<file path="config.mk">
export PLATFORM = sky130hd
export DESIGN_NAME = signed_multiplier
export DESIGN_NICKNAME = d
export VERILOG_FILES = /design/src/rtl/signed_multiplier.sv
export SDC_FILE = /design/constraint.sdc
export NUM_CORES = 1
export LEC_CHECK = 0
export CAP_MARGIN = 30
export CORE_UTILIZATION = 55
export CTS_CLUSTER_SIZE = 10
export DETAILED_ROUTE_END_ITERATION = 12
export HOLD_SLACK_MARGIN = 0.08
export PLACE_DENSITY = 0.89
export SLEW_MARGIN = 20
export SYNTH_ARGS = -nofsm -noshare
export SYNTH_HDL_FRONTEND = slang
export SYNTH_SLANG_ARGS = --single-unit
export TNS_END_PERCENT = 5
</file>
<file path="constraint.sdc">
create_clock -name clk -period 6.2 [get_ports clk]
set_clock_uncertainty 0.15 [all_clocks]
set_input_delay 0.93 -clock clk [delete_from_list [all_inputs] [get_ports clk]]
set_output_delay 0.93 -clock clk [all_outputs]
set_load 0.1 [all_outputs]
</file>
<file path="src/rtl/signed_multiplier.sv">
// Two-stage pipelined two's-complement multiplier (radix-4 Booth, carry-save tree, final CPA).
// Stage 1 registers the operands; stage 2 registers the reduced product.
module signed_multiplier #(
    parameter int BIT_WIDTH    = 16,
    parameter int RESULT_WIDTH = 32
) (
    input  logic                    clk,
    input  logic                    rst_n,
    input  logic                    in_valid,
    input  logic [BIT_WIDTH-1:0]    multiplicand,
    input  logic [BIT_WIDTH-1:0]    multiplier,
    output logic                    out_valid,
    output logic [RESULT_WIDTH-1:0] product
);

    // Arithmetic runs modulo 2^RESULT_WIDTH, which yields both the sign-extended
    // and the wrapped result directly.
    localparam int W   = RESULT_WIDTH;
    localparam int BWE = BIT_WIDTH + (BIT_WIDTH % 2);
    localparam int ND  = BWE / 2;
    localparam int NR  = ND + 1;
    localparam int NT  = 3 * NR - 4;

    logic [BIT_WIDTH-1:0] a_r, b_r;
    logic                 v_r;

    logic [W-1:0]   a_w, a2_w;
    logic [BWE-1:0] b_e;
    logic [BWE:0]   b_x;
    logic [W-1:0]   rows [NT];
    logic [W-1:0]   corr;
    logic [W-1:0]   sum;

    always_ff @(posedge clk) begin
        if (!rst_n) begin
            a_r       <= '0;
            b_r       <= '0;
            v_r       <= 1'b0;
            out_valid <= 1'b0;
            product   <= '0;
        end else begin
            a_r       <= multiplicand;
            b_r       <= multiplier;
            v_r       <= in_valid;
            out_valid <= v_r;
            if (v_r) begin
                product <= sum;
            end
        end
    end

    assign a_w  = W'($signed(a_r));
    assign a2_w = a_w << 1;
    assign b_e  = BWE'($signed(b_r));
    assign b_x  = {b_e, 1'b0};

    always_comb begin
        logic [2:0]   trip;
        logic [W-1:0] sel;
        logic         neg;
        corr = '0;
        for (int i = 0; i < NT; i++) begin
            rows[i] = '0;
        end
        for (int i = 0; i < ND; i++) begin
            trip = b_x[2*i +: 3];
            sel  = '0;
            neg  = 1'b0;
            case (trip)
                3'b001, 3'b010: sel = a_w;
                3'b011:         sel = a2_w;
                3'b100: begin sel = a2_w; neg = 1'b1; end
                3'b101, 3'b110: begin sel = a_w; neg = 1'b1; end
                default: begin sel = '0; neg = 1'b0; end
            endcase
            rows[i] = (neg ? ~sel : sel) << (2 * i);
            if (2 * i < W) begin
                corr[2*i] = neg;
            end
        end
        rows[ND] = corr;
        // Rows are consumed three at a time in FIFO order, so each CSA output
        // re-enters the tree behind the unreduced rows (Wallace-style levels).
        for (int s = 0; s < NR - 2; s++) begin
            rows[NR + 2*s]     = rows[3*s] ^ rows[3*s+1] ^ rows[3*s+2];
            rows[NR + 2*s + 1] = ((rows[3*s] & rows[3*s+1]) |
                                  (rows[3*s] & rows[3*s+2]) |
                                  (rows[3*s+1] & rows[3*s+2])) << 1;
        end
    end

    assign sum = rows[NT-2] + rows[NT-1];

endmodule

</file>
==> metrics.md <==
| Metric | Value |
|---|---|
| Outcome | finished, final reports clean |
| Commonest non-fill, non-tap cell in the layout | inv_1 |
| Worst-Margin Slew | 0.9748 ns |
| Synth Flop Type | dfxtp_1 |
| Final Hold Fails | 0 |
| Netlist Area Pre-Place | 9837 sq um |
| Yosys warns | 0 |
| Post-route insts no fill | 1355 |
| Gr usage total | 28.96% |
| Cell family with most CP delay | adder cells |
| Synth-to-Final Area Change | 13.43% |
| Largest cells by area after synthesis | fa_1 24%, dfxtp_1 13%, ha_1 12%, xnor2_1 8.8%, a22oi_1 8.2% |
| Final Max Tran Viols | 0 |
| Wire per inst | 18.60 microns |
| Post-CTS Hold Buffers | 0 |
| Gr ovfl total | 0 |
| Worst path bufs/invs | 2 |
| Post-route DRC | 0 |
| Crit Path Category | reg2reg |
| Total CTS buffers | 9 |
| Asr flop ratio synth | 0% |
| Post-DRT Antenna Nets | 0 |
| Most frequent cells in the layout | 139 x inv_1, 115 x fa_1, 107 x a22oi_1 |
| Clock latency on the worst-skew pair | 0.35 ns |
| Setup violations, final | 0 |
| CTS clk-pin slew, worst paths | 0.05 ns |
| Max_slew headroom | 34.81% |
| Final critical-path share of the clock period | 97.01% |
| H-tree level count | 3 |
| Worst-path maximum fanout | 16 |
| CP dominant cell by count | fa_1 |
| FF/Latch Area | 1323 sq um |
| Crit path capture type | flop |
| Syn Nets | 1338 |
| Critical Path Start Type | flop |
| Mapped Avg Cell Area | 9.016 sq um |
| Root Buffer Master | clkbuf_16 |
| Port bufs | 67 |
| Inst Count DP | 1341 |
| Critical-path cell list | inv_1, ha_1, mux2_2, o21ai_2, xnor2_2, fa_1, fa_2, inv_1, fa_1, fa_1, ha_1, a21o_1, a2111oi_1, a211oi_1, or3_1, a32o_1 |
| Crit-path max cell delay | 0.69 ns |
| Starting Density | 56.68% |
| Core footprint | 17360 sq um |
| CP Data Arrival Time | 6.10 ns |
| Worst R2R Path Depth | 16 |
| Post-synth EDFFs | 0 |
| Pin count of the biggest net entering global routing | 49 |
| Post-synth cell types | 54 |
| Drt via density | 6.114 |
| Minimum clock period | 6.015 ns |
| Crit path depth | 16 |
| Row count | 48 |
| DRT Pass-1 Iters | 6 |
| Die X | 135.7 microns |
| Share of layout cells above drive strength 1 | 7.434% |
| Detailed Place HPWL | 19100 microns |
| Fin area | 11160 sq um |
| Final GP Congestion | 1.004 |
| Initial drt markers | 856 |
| Worst hold path type | reg2reg |
| Vias in the first global route | 8466 |
| Max Freq | 166.3 MHz |
| Register bit count reported by yosys | 66 |
| CP required | 6.29 ns |
| Post-DP Area | 10840 sq um |
| Initial antenna violation count | 0 |
| CP max-delay cell | fa_2 |
| Ant diodes | 0 |
| WHS Path Cells | 2 |
| First-pass GRT wire length | 41990 microns |
| TritonCTS clock tree | built |
| Routed via count | 8284 |
| Share of the synthesized area in the top cell type | 23.61% |
| Post-Syn Instances | 1091 |
| Sequential fraction of the synthesis area | 13.43% |
| Number of placed I/O pins | 68 |
| Max cap viols | 0 |
| Bufs on Longest Clock Path | 2 |
| Final WL | 25200 microns |
| Footprint of the multi-input gates | 7767 sq um |
| Clock Sink Count | 66 |
| Die H | 135.7 microns |
| Final core occ | 64.29% |
| Fillcell total | 1327 |
| Nets | 1374 |
| Total die area | 18420 sq um |
| Synth area leader | fa_1 |
[tightest hold or removal path: stages, from the launching register on]
cell	delay [ns]
dfxtp_1	0.33
nand2_1	0.04
o21ai_0	0.05
[per-stage QoR]
step	setup slack [ns]	hold slack, ns	setup TNS (ns)
after detailed placement	0.04967	0.2975	0
after floorplan	0.01684	0.5342	0
after global routing	-0.03761	0.3326	-0.03761
final	0.1851	0.3103	0
after global placement	0.2627	0.2953	0
after CTS	0.05781	0.3133	0
[registers in the layout, summed over array words and instances, names as in the netlist]
signal,flops
v_r,1
a_r,16
out_valid,1
b_e,16
product,32
[repair_timing]
action,4_1_cts,5_1_grt
gates resized for setup,1,13
buffers inserted,0,0
hold endpoints to repair,0,0
pin swaps,0,2
endpoints found under the setup margin,1,5
[path summary, 6_finish.rpt]
check                                              from                  endpoint  slack [ns]
worst max-delay path                  b_e[7]$_SDFF_PN0_  product[31]$_SDFFE_PN0P_        0.19
worst min-delay path            product[9]$_SDFFE_PN0P_   product[9]$_SDFFE_PN0P_        0.31
worst max register to register        b_e[7]$_SDFF_PN0_  product[31]$_SDFFE_PN0P_        0.19
worst min register to register  product[9]$_SDFFE_PN0P_   product[9]$_SDFFE_PN0P_        0.31
[cell families (layout without fill, tap and decap cells)]
kind of cell	count (synthesis)	after routing	synth area share (%)
and+or+nand+nor	163	163	8.509
buffers and inverters	225	264	8.662
AOI/OAI and AO/OA	256	256	18.10
xor gates and xnor gates	142	142	12.64
DFF	66	66	13.43
adders and majority gates	212	212	35.82
muxes	27	27	2.836
[area by class of cell]
cell class | count | share of cell area [%]
Sequential cell | 66 | 11.85
Tap cell | 225 | 2.523
Inverter | 142 | 4.788
Clock inverter | 4 | 0.4037
Clock buffer | 10 | 2.052
Timing Repair Buffer | 108 | 8.769
Multi-Input combinational cell | 800 | 69.61
[cells in the mapped netlist, drive strengths merged, types with 2 or more instances]
library cell  instances
nor3b                 2
a211oi                5
o21bai                3
nor2b                11
o211ai                2
nand2b                7
and2                 36
nor3                  4
a22oi               107
clkbuf               68
o21a                  3
clkinv                2
nand2                51
a2111oi               2
xnor2                99
a32o                  4
nand4                 8
or3                   4
a21o                  4
buf                  15
xor2                 43
inv                 140
o211a                 4
nor4                  2
a221oi                3
fa                  116
nor2                 18
mux2                  7
mux2i                20
dfxtp                66
a31oi                10
o21ai                47
nand3b                2
o31ai                 9
a21oi                36
and3                  3
a22o                  9
ha                   96
nand3                13
[metal layers]
layer  routed length, microns  share of wire, %  GRT usage [%]
met5                        0                 0              0
met4                      931               3.7          11.55
met3                     2296               9.1          5.724
met2                    11690                46          46.91
met1                    10290                41          37.80
Power is left out: the tool's default activity adds up to more than one toggle a clock period on the data nets, which glitch-free logic cannot reach.
